### config.mk
export PLATFORM = sky130hd
export DESIGN_NAME = cve2_lsu_split
export DESIGN_NICKNAME = d
export VERILOG_FILES = /design/src/rtl/cve2_lsu_split.sv
export SDC_FILE = /design/constraint.sdc
export NUM_CORES = 1
export LEC_CHECK = 0
export CAP_MARGIN = 5
export CORE_MARGIN = 2
export CORE_UTILIZATION = 55
export CTS_CLUSTER_DIAMETER = 200
export DETAILED_ROUTE_END_ITERATION = 8
export DONT_BUFFER_PORTS = 1
export GPL_ROUTABILITY_DRIVEN = 0
export PLACE_DENSITY = 0.81
export SYNTH_ARGS = -nofsm -noshare
export SYNTH_HDL_FRONTEND = slang
export SYNTH_SLANG_ARGS = --single-unit
### constraint.sdc
create_clock -name clk_i -period 5.4 [get_ports clk_i]
set_input_delay 1.08 -clock clk_i [delete_from_list [all_inputs] [get_ports clk_i]]
set_output_delay 1.08 -clock clk_i [all_outputs]
set_load 0.01 [all_outputs]
### src/rtl/cve2_lsu_split.sv
// ---------------------------------------------------------------------------
// cve2_lsu_split
// Load/store unit placed just upstream of writeback. Takes one request at a
// time, drives a word-aligned data bus, and splits misaligned accesses into
// two bus transactions (or rejects them when MisalignedSplit = 0).
//
// Ports
//   clk_i, rst_i            : clock, asynchronous active-high reset
//   lsu_req_i .. lsu_wdata_i: request from ID/EX (sampled only when idle)
//   lsu_busy_o              : unit is not idle
//   data_*                  : word-aligned memory bus (req/gnt, rvalid/err)
//   rf_wdata_lsu_o          : aligned, extended load result
//   rf_we_lsu_o             : register-file write for load data
//   lsu_resp_valid_o/err_o  : one-cycle completion pulse and its error flag
// ---------------------------------------------------------------------------
module cve2_lsu_split #(
    parameter bit MisalignedSplit = 1'b1
) (
    input  logic        clk_i,
    input  logic        rst_i,
    input  logic        lsu_req_i,
    input  logic        lsu_we_i,
    input  logic [1:0]  lsu_type_i,
    input  logic        lsu_sign_ext_i,
    input  logic [31:0] adder_result_ex_i,
    input  logic [31:0] lsu_wdata_i,
    output logic        lsu_busy_o,
    output logic        data_req_o,
    input  logic        data_gnt_i,
    output logic [31:0] data_addr_o,
    output logic        data_we_o,
    output logic [3:0]  data_be_o,
    output logic [31:0] data_wdata_o,
    input  logic        data_rvalid_i,
    input  logic        data_err_i,
    input  logic [31:0] data_rdata_i,
    output logic [31:0] rf_wdata_lsu_o,
    output logic        rf_we_lsu_o,
    output logic        lsu_resp_valid_o,
    output logic        lsu_resp_err_o
);

    typedef enum logic [2:0] {
        IDLE,
        WAIT_GNT_MIS,
        WAIT_RVALID_MIS,
        WAIT_GNT,
        WAIT_RVALID,
        ERR_RESP
    } state_e;

    state_e      r_state;
    state_e      w_stateNext;

    logic [31:0] r_addr;
    logic [1:0]  r_type;
    logic        r_we;
    logic        r_signExt;
    logic [31:0] r_wdata;
    logic [31:0] r_rdata1;
    logic        r_err1;

    logic        w_inIdle;
    logic [31:0] w_curAddr;
    logic [1:0]  w_curType;
    logic        w_curWe;
    logic [31:0] w_curWdata;
    logic [1:0]  w_off;
    logic        w_isHalf;
    logic        w_isByte;
    logic        w_misaligned;
    logic        w_splitAccess;
    logic        w_secondPart;
    logic [3:0]  w_beBase;
    logic [7:0]  w_beWide;
    logic        w_busReq;
    logic        w_respValid;
    logic        w_respErr;
    logic [31:0] w_part1;
    logic [31:0] w_raw;
    logic [31:0] w_loadExt;

    // Request fields come straight from the inputs while idle (so the first
    // bus request can go out in the acceptance cycle) and from the capture
    // registers once the access is in flight.
    assign w_inIdle   = (r_state == IDLE);
    assign w_curAddr  = w_inIdle ? adder_result_ex_i : r_addr;
    assign w_curType  = w_inIdle ? lsu_type_i        : r_type;
    assign w_curWe    = w_inIdle ? lsu_we_i          : r_we;
    assign w_curWdata = w_inIdle ? lsu_wdata_i       : r_wdata;

    assign w_off    = w_curAddr[1:0];
    assign w_isHalf = (w_curType == 2'b01);
    assign w_isByte = (w_curType == 2'b10);

    // Type 11 falls through to word handling.
    assign w_misaligned  = (!w_isHalf && !w_isByte && (w_off != 2'd0)) ||
                           (w_isHalf && (w_off == 2'd3));
    assign w_splitAccess = MisalignedSplit && w_misaligned;
    assign w_secondPart  = w_splitAccess &&
                           ((r_state == WAIT_GNT) || (r_state == WAIT_RVALID));

    // Shifting the size mask across an 8-lane window gives the first-part
    // enables in the low nibble and the spill-over second-part enables in
    // the high nibble.
    always_comb begin
        if (w_isByte) begin
            w_beBase = 4'b0001;
        end else if (w_isHalf) begin
            w_beBase = 4'b0011;
        end else begin
            w_beBase = 4'b1111;
        end
    end

    assign w_beWide    = {4'b0000, w_beBase} << w_off;
    assign data_be_o   = w_secondPart ? w_beWide[7:4] : w_beWide[3:0];
    assign data_addr_o = {w_curAddr[31:2], 2'b00} + (w_secondPart ? 32'd4 : 32'd0);

    // Store data is rotated so byte 0 lands in lane 'off'; the same word is
    // presented for both halves of a split store.
    always_comb begin
        case (w_off)
            2'd1:    data_wdata_o = {w_curWdata[23:0], w_curWdata[31:24]};
            2'd2:    data_wdata_o = {w_curWdata[15:0], w_curWdata[31:16]};
            2'd3:    data_wdata_o = {w_curWdata[7:0],  w_curWdata[31:8]};
            default: data_wdata_o = w_curWdata;
        endcase
    end

    // State register plus request capture and first-part response latch.
    // Clearing err1 on capture keeps an aligned access from seeing a stale
    // first-part error.
    always_ff @(posedge clk_i or posedge rst_i) begin
        if (rst_i) begin
            r_state   <= IDLE;
            r_addr    <= 32'd0;
            r_type    <= 2'd0;
            r_we      <= 1'b0;
            r_signExt <= 1'b0;
            r_wdata   <= 32'd0;
            r_rdata1  <= 32'd0;
            r_err1    <= 1'b0;
        end else begin
            r_state <= w_stateNext;
            if (w_inIdle && lsu_req_i) begin
                r_addr    <= adder_result_ex_i;
                r_type    <= lsu_type_i;
                r_we      <= lsu_we_i;
                r_signExt <= lsu_sign_ext_i;
                r_wdata   <= lsu_wdata_i;
                r_err1    <= 1'b0;
            end
            if ((r_state == WAIT_RVALID_MIS) && data_rvalid_i) begin
                r_rdata1 <= data_rdata_i;
                r_err1   <= data_err_i;
            end
        end
    end

    // Next-state, bus request and response strobes. A first-part error is
    // only remembered; the second part is still issued.
    always_comb begin
        w_stateNext = r_state;
        w_busReq    = 1'b0;
        w_respValid = 1'b0;
        w_respErr   = 1'b0;
        case (r_state)
            IDLE: begin
                if (lsu_req_i) begin
                    if (w_misaligned && !MisalignedSplit) begin
                        w_stateNext = ERR_RESP;
                    end else begin
                        w_busReq = 1'b1;
                        if (w_misaligned) begin
                            w_stateNext = data_gnt_i ? WAIT_RVALID_MIS : WAIT_GNT_MIS;
                        end else begin
                            w_stateNext = data_gnt_i ? WAIT_RVALID : WAIT_GNT;
                        end
                    end
                end
            end
            WAIT_GNT_MIS: begin
                w_busReq = 1'b1;
                if (data_gnt_i) begin
                    w_stateNext = WAIT_RVALID_MIS;
                end
            end
            WAIT_RVALID_MIS: begin
                if (data_rvalid_i) begin
                    w_stateNext = WAIT_GNT;
                end
            end
            WAIT_GNT: begin
                w_busReq = 1'b1;
                if (data_gnt_i) begin
                    w_stateNext = WAIT_RVALID;
                end
            end
            WAIT_RVALID: begin
                if (data_rvalid_i) begin
                    w_respValid = 1'b1;
                    w_respErr   = r_err1 | data_err_i;
                    w_stateNext = IDLE;
                end
            end
            ERR_RESP: begin
                w_respValid = 1'b1;
                w_respErr   = 1'b1;
                w_stateNext = IDLE;
            end
            default: begin
                w_stateNext = IDLE;
            end
        endcase
    end

    assign data_req_o = w_busReq & ~rst_i;
    assign data_we_o  = data_req_o & w_curWe;
    assign lsu_busy_o = ~w_inIdle;

    // Load alignment: {part2, part1} shifted right by the byte offset. For
    // an aligned access both parts are the current bus data.
    assign w_part1 = w_splitAccess ? r_rdata1 : data_rdata_i;

    always_comb begin
        case (w_off)
            2'd1:    w_raw = {data_rdata_i[7:0],  w_part1[31:8]};
            2'd2:    w_raw = {data_rdata_i[15:0], w_part1[31:16]};
            2'd3:    w_raw = {data_rdata_i[23:0], w_part1[31:24]};
            default: w_raw = w_part1;
        endcase
    end

    always_comb begin
        if (w_isByte) begin
            w_loadExt = {{24{r_signExt & w_raw[7]}}, w_raw[7:0]};
        end else if (w_isHalf) begin
            w_loadExt = {{16{r_signExt & w_raw[15]}}, w_raw[15:0]};
        end else begin
            w_loadExt = w_raw;
        end
    end

    assign lsu_resp_valid_o = w_respValid;
    assign lsu_resp_err_o   = w_respErr;
    assign rf_we_lsu_o      = w_respValid & ~r_we & ~w_respErr;
    assign rf_wdata_lsu_o   = rf_we_lsu_o ? w_loadExt : 32'd0;

endmodule

# Word level (Yosys, flattened, before mapping)
# Index checks and enable logic that the tools add are counted.
[totals]
reg_bits = 104
out_inout_bits = 106
elab_cells = 82
[op_classes]
n_addsub = 1
n_eq_ne = 15
shift = 1
mux = 31
bitwise = 11
n_reduce_logical = 15
[ops]
columns = ["operator", "count"]
rows = [
  ["$mux 32", 6],
  ["$pmux 32 s3", 2],
  ["$add 32x3->32", 1],
  ["$mux 3", 8],
  ["$pmux 3 s5", 1],
  ["$mux 4", 3],
  ["$ne 2x2->1 const B", 5],
  ["$shl 4x2->8", 1],
  ["$and 1x1->1", 6],
  ["$eq 2x2->1 const B", 3],
  ["$eq 3x2->1 const B", 2],
  ["$eq 3x3->1 const B", 2],
  ["$logic_and 1x1->1", 6],
  ["$mux 1", 6],
  ["$pmux 1 s2", 3],
  ["$reduce_and 5->1", 1],
  ["$eq 2x1->1 const B", 2],
  ["$mux 2", 2],
  ["$not 1->1", 4],
  ["$reduce_bool 2->1", 2],
  ["$eq 3x1->1 const B", 1],
  ["$logic_not 3->1", 1],
  ["$logic_not 1->1", 2],
  ["$logic_or 1x1->1", 2],
  ["2 further kinds", 2],
]

# Longest topological paths before layout
# Gate-level depths: netlist of the first run.
[depth]
word_depth = 13
mapped_depth = 21
mapped_depth_nobuf = 16

# Least setup slack after synthesis of the first run
# OpenSTA, ideal clock, no wires.
[synth_timing]
path_type = "reg-to-output"
start = "register r_state[1]"
end = "output data_addr_o[29]"
arrival_ns = 4.683
path_slack_ns = -0.363
stages_incl_launch_ff = 21
n_path_buf = 6
cell_sequence = "dfrtp_1 nor3_2 buf_4 buf_2 buf_2 buf_2 buf_2 nand2_1 nand2_1 inv_1 ha_1 clkbuf_1 o21ai_0 a21oi_1 ha_1 nand4_1 nor3_1 o22ai_1 or2_1 nor3_2 xnor2_1"
[synth_between]
elab_chain_cells = 10
word_cells_on_any_way = 19
classes_between = "add/sub: 1; eq/ne: 5; mux: 3; reduce/logical: 10"
[synth_rtl]
columns = ["item", "line_no", "source"]
rows = [
  ["start: declaration", "52", "state_e r_state;"],
  ["start signal: assignment", "145", "r_state <= w_stateNext;"],
  ["$logic_not 3->1", "86", "assign w_inIdle = (r_state == IDLE);"],
  ["$mux 2", "88", "assign w_curType = w_inIdle ? lsu_type_i : r_type;"],
  ["$eq 2x1->1 or $eq 2x2->1 (tied branches)", "93, 94", ""],
  ["$logic_not 1->1", "97", "assign w_misaligned = (!w_isHalf && !w_isByte && (w_off != 2'd0)) ||"],
  ["$logic_and 1x1->1 (2 in a row)", "97", ""],
  ["$logic_or 1x1->1", "97", ""],
  ["$logic_and 1x1->1", "100", "assign w_secondPart = w_splitAccess &&"],
  ["$mux 3", "118", "assign data_addr_o = {w_curAddr[31:2], 2'b00} + (w_secondPart ? 32'd4 : 32'd0);"],
  ["$add 32x3->32 *", "118", ""],
  ["end: declaration", "30", "output logic [31:0] data_addr_o,"],
]
# Mark *: on every way between the ends. The rest lies on a longest branch, timed or not.

# Final worst setup path of the first run
[layout_timing]
start = "register r_state[0]"
end = "output data_addr_o[31]"
# Same word-level chain as after synthesis.

==> results.md, run 1 <==
- Status: finished clean
- Sequential element share of the synthesized area: 0.304
- Gr usage total: 0.293
- Worst-margin pin slew: 1.21 ns
- Crit. End Element: primary output
- Clock Sinks: 102
- CP max stage cell: dfrtp_1
- Worst-path clk slew: 0.07 ns
- Synthesis Warnings: 0
- Mapped Cells: 1,012
- Power Density: 674 mW/mm^2
- Hold WS: 0.473 ns
- Area contributors post-synth: dfrtp_1 (30%), mux2i_1 (16%), nand2_1 (11%), mux2_2 (8.7%), a21oi_1 (3.6%)
- Maximum clock rate: 198 MHz
- Root buf cell: clkbuf_16
- Vias in the first global route: 7,415
- Worst path required time: 4.32 ns
- Largest net degree at the start of global routing: 70
- Net Sw Frac: 0.499
- Top delay family on crit path: simple AND/OR/NAND/NOR gates
- Clock share of power: 0.126
- Fillcell total: 1,305
- Cell variety after synth: 71
- Sw power: 3.01 mW
- Cell taking the most area after synthesis: dfrtp_1
- Tmin final: 5.05 ns
- Crit Path Category: flop to primary output
- Fin. Hold Viols: 0
- Period utilization: 0.936
- DR iter-0 viols: 763
- Most used DFF post-synth: dfrtp_1
- FP Rows: 45
- Initial Util: 0.558
- Fin nets: 1,099
- Reg-to-Reg Start: r_state[0]
- CTS tree: yes
- # port buffers: 0
- Worst Path Max Fanout: 14
- Full die area: 0.0163 mm^2
- Worst path depth: 15
- Post-synth top area share: 0.304
- Hold Path Class: flop to flop
- Crit start category: flop
- VDD IR-drop max: 0.365 mV
- Buf/Inv on CP: 2
- First-pass GRT wire length: 38.5 mm
- Flop2flop setup slack: 1.90 ns
- Fin Setup TNS: 0 ns
- WL final: 24.0 mm
- Die Y: 128 um
- Comb power frac: 0.633
- Asr flop ratio synth: 1.00
- Hold Buf Count CTS: 0
- CP arrival: 3.97 ns
- Seq pwr share: 0.241
- Total of max-cap violations: 0
- # IOs: 212
- Area occupied by multi-input gates: 0.00557 mm^2
- Drt first pass iters: 6
- Max incr delay on CP: 0.55 ns
- Cts bufs inserted: 9
- Final slew viol count: 0
- Crit-path cells: nor3_4 -> inv_2 -> nand2_1 -> nand2_1 -> inv_1 -> ha_1 -> nand3_1 -> a21oi_4 -> ha_1 -> nand4_1 -> nor3_1 -> o22ai_1 -> or2_1 -> nor3_1 -> xnor2_1
- Routed vias: 7,758
- WL/cell: 20.4 um
- Slew HR: 0.168
- Share of cells above drive strength 1: 0.134
- Seq cells post-synth: 102
- Count leader, synth: nand2_1
- ANT cells: 0
- Depth of the most critical reg-to-reg path: 14
- Area growth syn-to-layout: 6.44%
- Initial antenna violation count: 0
- Internal power: 3.02 mW
- Worst setup path start: r_state[0]
- Post-synth EDFFs: 0
- Post-DR vias/cell: 6.57
- Synth cell count leaders: nand2_1 (257), mux2i_1 (136), dfrtp_1 (102)
- Clk Latency, worst-skew pair: 0.36 ns
- Longest Clk Path Bufs: 2
- Final setup violation count: 0
- Core area: 0.0150 mm^2
- Clock skew: 0.00774 ns
- Static Leak: 3.94 nW
- Grt total ovfl: 0
- Post-route ant nets: 0
- DRC: 0
- CTS H-tree depth: 3
- Crit path to: data_addr_o[31]
- Die W: 128 um
- Synthesized area per cell: 8.29 um^2
- Register area: 0.00255 mm^2
- Reg2reg end: r_state[1]
- Mapped Area: 0.00839 mm^2
- HPWL after DPL: 16.6 mm
[registers in the layout (all words and copies together) (netlist names)]
name       cells
r_wdata       32
r_rdata1      30
r_state        3
r_signExt      1
r_we           1
r_addr        32
r_err1         1
r_type         2
[routing by layer]
metal  track usage  share of wire
met2         0.477           0.47
met5             0              0
met1         0.364           0.38
met3        0.0708           0.10
met4         0.148          0.039
[layout make-up]
cell class	count	share of cell area
flip-flops and latches	102	0.286
inverters	8	0.00364
repair buffers	28	0.0235
clock inverters	4	0.0106
multi-input cells	839	0.623
clock buffers	11	0.0272
well taps	188	0.0263
[tightest hold or removal path, stage by stage, from the launching register on]
cell and delay [ns]:
dfrtp_1 0.34, nand2_1 0.05, nand2_1 0.05
[power groups by stage]
stage	sequential (mW)	combinational (mW)	clock [mW]
after floorplan	1.36	3.04	0
after CTS	1.44	3.76	0.773
after global routing	1.50	4.13	0.800
after detailed placement	1.45	3.74	0
after global placement	1.43	3.66	0
final	1.45	3.81	0.757
[layout by cell type (no fill, tap or decap), types with 6 or more instances in the layout]
cell and instances:
nand2_1 256, o22ai_1 10, nand2b_1 7, nor3_1 14
clkbuf_16 9, dfrtp_1 101, nor2_1 73, xor2_1 12
and2_1 9, a211oi_1 6, mux2_2 65, o221ai_1 8
o21ai_0 28, buf_4 28, o211ai_1 6, xnor2_1 20
mux2i_1 136, nand3_1 20, o311a_1 11, nand4_1 11
a21oi_1 59, inv_1 6
[metrics by stage]
stage | power (mW) | std cells | setup slack, ns | area [um^2] | util
after floorplan | 4.40 | 1013 | 0.0181 | 8410 | -
after global placement | 5.09 | 1162 | 0.542 | 8560 | 0.569
after detailed placement | 5.19 | 1162 | 0.378 | 8560 | 0.569
after CTS | 5.97 | 1177 | 0.0387 | 8910 | 0.592
after global routing | 6.43 | 1180 | -0.0175 | 8930 | 0.594
final | 6.02 | 1180 | 0.347 | 8930 | 0.594
[repair_timing]
action | 4_1_cts | 5_1_grt
gates resized for setup | 1 | 1
setup endpoints to repair | 2 | 20
buffers inserted | 0 | 3
pin swaps | 0 | 2
[kinds of logic (layout without fill, tap and decap cells)]
group                      count (synthesis)  count (layout)  synth area share
buffers and inverters                     72              51            0.0379
other                                      1               2          0.000447
xor gates and xnor gates                  32              32            0.0334
muxes                                    204             204             0.254
adders and majority gates                  5               5           0.00745
and+or+nand+nor                          418             418             0.214
AOI/OAI and AO/OA                        178             178             0.149
DFF                                      102             102             0.304
[how the worst min path moves through the flow]
stage	start	endpoint	slack, ns	cells past startpoint
after floorplan	r_addr[30]	r_addr[30]	0.44	2
after global placement	r_addr[30]	r_addr[30]	0.46	2
after detailed placement	r_addr[30]	r_addr[30]	0.46	2
after CTS	r_addr[30]	r_addr[30]	0.48	2
after global routing	r_type[1]	r_type[1]	0.51	2
final	r_addr[2]	r_addr[2]	0.47	2
(Power assumes the default switching activity.)
==> run 2: changes to the inputs <==
--- a/config.mk
+++ b/config.mk
@@ -6,7 +6,6 @@
 export NUM_CORES = 1
 export LEC_CHECK = 0
 export CAP_MARGIN = 5
-export CORE_MARGIN = 2
 export CORE_UTILIZATION = 55
 export CTS_CLUSTER_DIAMETER = 200
 export DETAILED_ROUTE_END_ITERATION = 8
==> constraint.sdc (replaced) <==
create_clock -name clk_i -period 5.4 [get_ports clk_i]
set_input_delay 0.81 -clock clk_i [delete_from_list [all_inputs] [get_ports clk_i]]
set_output_delay 0.81 -clock clk_i [all_outputs]
set_load 0.01 [all_outputs]
==> run 2 against run 1 <==
The run now ends with DRC left. Sequential share of layout area up 0.36 points. Critical path depth unchanged. Maximum frequency up 1.2%. Largest cell class unchanged. Via count down 2.7%. First-iteration DRC count down 15%. Clock power down 12%. Register-to-register slack better by 0.05 ns. Routed wire length down 2.3%. Highest routed layer unchanged. Global-route usage up 0.47 points. Hold slack worse by 0.041 ns.
==> results.md, run 2 (synthesis gave the netlist of run 1 again) <==
- Clock share of power: 0.113
- Comb power frac: 0.642
- VDD IR-drop max: 0.415 mV
- ANT cells: 0
- Failing checks: DRC
- Internal power: 2.89 mW
- DR iter-0 viols: 651
- Maximum clock rate: 200 MHz
- Initial Util: 0.571
- Cts bufs inserted: 9
- Top flop regs: r_addr x32, r_wdata x32, r_rdata1 x30
- Root buf cell: clkbuf_16
- Seq pwr share: 0.245
- Clock skew: 0.00656 ns
- FP Rows: 44
- Die W: 126 um
- WL/cell: 20.1 um
- Net Sw Frac: 0.508
- Hold Path Class: input port to async pin
- Tmin final: 5.00 ns
- Clk Latency, worst-skew pair: 0.36 ns
- DRC: 12
- Share of cells above drive strength 1: 0.128
- Final Non-Filler Cells: 1,170
- Clock Sinks: 102
- Crit start category: flop
- # IOs: 212
- WL final: 23.5 mm
- Top Layer Used: met4
- Drt first pass iters: 8
- CTS H-tree depth: 3
- Full die area: 0.0158 mm^2
- Most frequent cells in the layout: nand2_1 (256), mux2i_1 (136), dfrtp_1 (101), nor2_1 (73), mux2_2 (65)
- Metal3 WL: 2.35 mm
- Grt total ovfl: 0
- Vias in the first global route: 7,139
- Fin. Hold Viols: 0
- Final setup violation count: 0
- Slew HR: 0.245
- Worst-margin pin slew: 1.13 ns
- HPWL after DPL: 16.2 mm
- Total of max-cap violations: 0
- Initial antenna violation count: 0
- Worst Path Max Fanout: 14
- Period utilization: 0.925
- Crit. End Element: primary output
- Met2 routed WL: 10.8 mm
- Static Leak: 3.87 nW
- Post-DR vias/cell: 6.45
- Post-Place Cells: 1,154
- Most common cell after layout, fill and taps aside: nand2_1
- # port buffers: 0
- Largest net degree at the start of global routing: 73
- CP arrival: 4.19 ns
- Worst path required time: 4.59 ns
- Longest Clk Path Bufs: 2
- Routed vias: 7,547
- Fin Setup TNS: 0 ns
- Crit Path Category: flop to primary output
- Area growth syn-to-layout: 5.13%
- Met1 wire length: 9.59 mm
- Worst-path clk slew: 0.07 ns
- Gr usage total: 0.298
- First-pass GRT wire length: 37.6 mm
- RSZ-0062 raised after global routing: no
- Sw power: 2.99 mW
- Die Y: 126 um
- Final slew viol count: 0
- Power Density: 666 mW/mm^2
- Hold Buf Count CTS: 0
- Post-route ant nets: 0
- Core area: 0.0147 mm^2
- Fin nets: 1,092
- CTS tree: yes
- Status: finished with violations
[run 2: changes by cell type in the layout (fill, tap and decap cells not counted)]
cell,change
bufinv_16,-2
nor4b_2,-1
buf_4,-7
nor4b_1,+1
clkinv_2,+1
clkinvlp_4,+3
clkbuf_8,-1
[run 2: repair_timing]
action,in CTS,in global routing
resized for setup,0,1
hold endpoints to repair,0,0
endpoints found under the setup margin,0,1
setup buffers,0,0
[run 2: layer usage]
layer  vias up  GRT usage
li1       3535          -
met5         -          0
met2       391      0.469
met1      3563      0.387
met4         0      0.142
met3        58     0.0676
[run 2: power by group through the flow]
stage | sequential, mW | clock (mW) | combinational [mW]
after floorplan | 1.36 | 0 | 3.03
after global placement | 1.42 | 0 | 3.64
after detailed placement | 1.44 | 0 | 3.70
after CTS | 1.43 | 0.675 | 3.71
after global routing | 1.49 | 0.706 | 4.09
final | 1.44 | 0.663 | 3.77
[run 2: worst paths after layout]
path | startpoint | endpoint | slack [ns] | depth (start not counted)
worst min-delay path | rst_i | r_addr[2] | 0.43 | 1
worst min register to register | r_addr[2] | r_addr[2] | 0.48 | 2
max in group asynchronous | rst_i | r_addr[1] | 3.82 | 2
min in group clk_i | r_addr[2] | r_addr[2] | 0.48 | 2
worst max-delay path | r_state[0] | data_addr_o[31] | 0.40 | 15
worst max register to register | r_state[0] | r_state[1] | 1.95 | 14
[run 2: layout make-up]
cell class	count	area (um^2)
repair buffers	21	158
well taps	184	230
clock buffers	10	229
flip-flops and latches	102	2550
fillers	1249	5870
inverters	8	32.5
clock inverters	6	62.6
multi-input cells	839	5560
[run 2: critical path, stage by stage, from the launching register on]
cell and delay (ns):
dfrtp_1 0.55, nor3_4 0.33, inv_2 0.09, nand2_1 0.08, nand2_1 0.07, inv_1 0.06
ha_1 0.28, nand3_1 0.22, a21oi_4 0.30, ha_1 0.28, nand4_1 0.13, nor3_1 0.29
o22ai_1 0.25, or2_1 0.37, nor3_1 0.31, xnor2_1 0.22
[run 2: metrics by stage]
| step | power, mW | hold slack (ns) | utilization | instance area (um^2) | worst slack [ns] |
|---|---|---|---|---|---|
| 2_1_floorplan | 4.39 | 0.445 | - | 8400 | 0.0401 |
| 3_3_place_gp | 5.06 | 0.458 | 0.580 | 8530 | 0.929 |
| 3_5_place_dp | 5.14 | 0.467 | 0.580 | 8530 | 0.728 |
| 4_1_cts | 5.82 | 0.448 | 0.600 | 8820 | 0.336 |
| 5_1_grt | 6.28 | 0.492 | 0.600 | 8820 | 0.0342 |
| 6_report | 5.88 | 0.432 | 0.600 | 8820 | 0.405 |
==> run 3: changes to the inputs <==
--- a/config.mk
+++ b/config.mk
@@ -11,6 +11,7 @@
 export DETAILED_ROUTE_END_ITERATION = 8
 export DONT_BUFFER_PORTS = 1
 export GPL_ROUTABILITY_DRIVEN = 0
+export GPL_TIMING_DRIVEN = 0
 export PLACE_DENSITY = 0.81
 export SYNTH_ARGS = -nofsm -noshare
 export SYNTH_HDL_FRONTEND = slang
==> run 3 against run 2 <==
The run still ends with DRC left. Clock skew grew 0.0015 ns. Maximum frequency decreased by 3.4%. Hold slack gained 0.044 ns. Largest power group unchanged. Non-clock buffer count up 51. Clock power rose by 1%. Clock-buffer cell count is 1 higher. Critical path depth rose by 5. Sequential cell count unchanged. Combinational power up 10%. Via count rose by 7.7%. Final area increased by 4.1%. Routed wire length grew 18%.
==> results.md, run 3 (synthesis gave the netlist of run 1 again) <==
- Status: finished with violations
- Failing checks: DRC
- Crit-path cells: nor3_4 -> buf_4 -> inv_4 -> buf_4 -> clkbuf_4 -> nand2_1 -> nand2_1 -> inv_1 -> ha_2 -> clkbuf_8 -> o21ai_1 -> a21oi_2 -> ha_2 -> ha_2 -> nand3_1 -> nor3_2 -> a21oi_2 -> or3_4 -> nor2_2 -> xnor2_2
- Fin nets: 1,143
- Post-route cell area: 0.00918 mm^2
- Core area: 0.0147 mm^2
- Seq pwr share: 0.230
- WL/cell: 22.7 um
- Die W: 126 um
- RSZ-0062 raised after global routing: no
- Initial antenna violation count: 1
- CTS tree: yes
- Period utilization: 0.958
- Post-DR vias/cell: 6.66
- Largest net degree at the start of global routing: 64
- Longest Clk Path Bufs: 2
- Worst-margin pin slew: 1.13 ns
- DR iter-0 viols: 980
- Final Non-Filler Cells: 1,221
- Power Density: 683 mW/mm^2
- CP most frequent cell: ha_2
- FP Rows: 44
- Hold Path Origin: r_addr[30]
- Grt total ovfl: 0
- Reg-to-Reg Start: r_state[0]
- Clock share of power: 0.107
- VDD IR-drop max: 0.337 mV
- Net Sw Frac: 0.519
- Hold WS: 0.476 ns
- Comb power frac: 0.663
- Worst setup path start: r_state[2]
- Die Y: 126 um
- Root buf cell: clkbuf_16
- Vias in the first global route: 7,814
- Share of cells above drive strength 1: 0.152
- Clock skew: 0.00804 ns
- Routed vias: 8,131
- Crit Path Category: flop to primary output
- Hold Buf Count CTS: 0
- Post-Place Cells: 1,198
- Full die area: 0.0158 mm^2
- Crit start category: flop
- Most common cell after layout, fill and taps aside: nand2_1
- Gr usage total: 0.346
- Placed inst area: 0.00865 mm^2
- Worst Path Max Fanout: 12
- Max incr delay on CP: 0.46 ns
- CTS H-tree depth: 3
- Crit. End Element: primary output
- Setup slack at placement: -1.36 ns
- Static Leak: 4.03 nW
- Cts bufs inserted: 9
- Fin Setup TNS: 0 ns
- CP arrival: 4.36 ns
- DRC: 12
- Clk Latency, worst-skew pair: 0.36 ns
- Slew HR: 0.229
- Total of max-cap violations: 0
- Initial Util: 0.571
- Post-layout util: 0.625
- # port buffers: 0
- Worst path required time: 4.59 ns
- Tot Pwr: 6.27 mW
- First-pass GRT wire length: 42.6 mm
- Final setup violation count: 0
- Tmin final: 5.17 ns
- Post-route ant nets: 0
- Hold Path Class: flop to flop
- # IOs: 212
- Setup ws final: 0.227 ns
- Internal power: 3.02 mW
- HPWL after DPL: 19.4 mm
- CP max stage cell: dfrtp_2
- Maximum clock rate: 193 MHz
- Sw power: 3.26 mW
- Most frequent cells in the layout: nand2_1 (257), mux2i_1 (135), dfrtp_1 (99), nor2_1 (71), mux2_2 (65)
- Area growth syn-to-layout: 9.41%
- WL final: 27.8 mm
- Top flop regs: r_addr x32, r_wdata x32, r_rdata1 x30
- Clock Sinks: 102
- Drt first pass iters: 9
- Final slew viol count: 0
- Worst-path clk slew: 0.07 ns
- Fin. Hold Viols: 0
[run 3: cell types whose count changed in the layout (fill, tap and decap cells not counted), moves of 4 or more]
cell,change
xnor2_2,+4
xnor2_1,-4
buf_4,-9
buf_2,+12
buf_6,+5
clkbuf_1,+34
buf_1,+5
[run 3: what timing repair did]
action | in CTS | in global routing
pin swaps | 3 | 5
setup endpoints to repair | 65 | 18
resized for setup | 30 | 19
buffers inserted | 3 | 6
gates cloned | 0 | 0
[run 3: worst max-delay path, delay by kind of cell, from the launching register on]
kind / cells / cell delay, ns
buffers and inverters: 6 / 1.07
AO/OA/AOI/OAI: 3 / 0.40
AND/OR/NAND/NOR: 7 / 1.05
flip-flops: 1 / 0.46
XOR/XNOR: 1 / 0.17
adder cells (fa/ha/maj): 3 / 0.83
[run 3: layer usage]
layer | track usage | vias to the layer above | share of wire
li1 | - | 3627 | -
met2 | 0.558 | 587 | 0.46
met4 | 0.169 | 0 | 0.042
met5 | 0 | - | 0
met1 | 0.421 | 3797 | 0.37
met3 | 0.103 | 120 | 0.12
[run 3: area by class of cell]
type / instances / area [um^2]
Antenna cell: 1 / 2.50
Buffer: 62 / 322
Clock buffer: 11 / 243
Clock inverter: 4 / 47.5
Fill cell: 1264 / 5520
Inverter: 8 / 35.0
Multi-Input combinational cell: 839 / 5660
Sequential cell: 102 / 2560
Tap cell: 184 / 230
Timing Repair Buffer: 10 / 87.6
[run 3: path summary, 6_finish.rpt]
| path | slack, ns | cells past startpoint | to |
|---|---|---|---|
| max | 0.23 | 20 | data_addr_o[28] |
| min | 0.48 | 2 | r_addr[30] |
| max reg2reg | 1.53 | 18 | r_state[1] |
| min reg2reg | 0.48 | 2 | r_addr[30] |
| max in group asynchronous | 4.20 | 2 | r_wdata[27] |
| min in group asynchronous | 0.49 | 1 | r_addr[3] |
[run 3: power groups by stage]
stage                     clock network, mW  registers, mW  logic, mW
after floorplan                           0           1.36       3.03
after global placement                    0           1.42       3.84
after detailed placement                  0           1.44       3.92
after CTS                             0.674           1.43       4.02
after global routing                  0.703           1.49       4.41
final                                 0.672           1.45       4.16
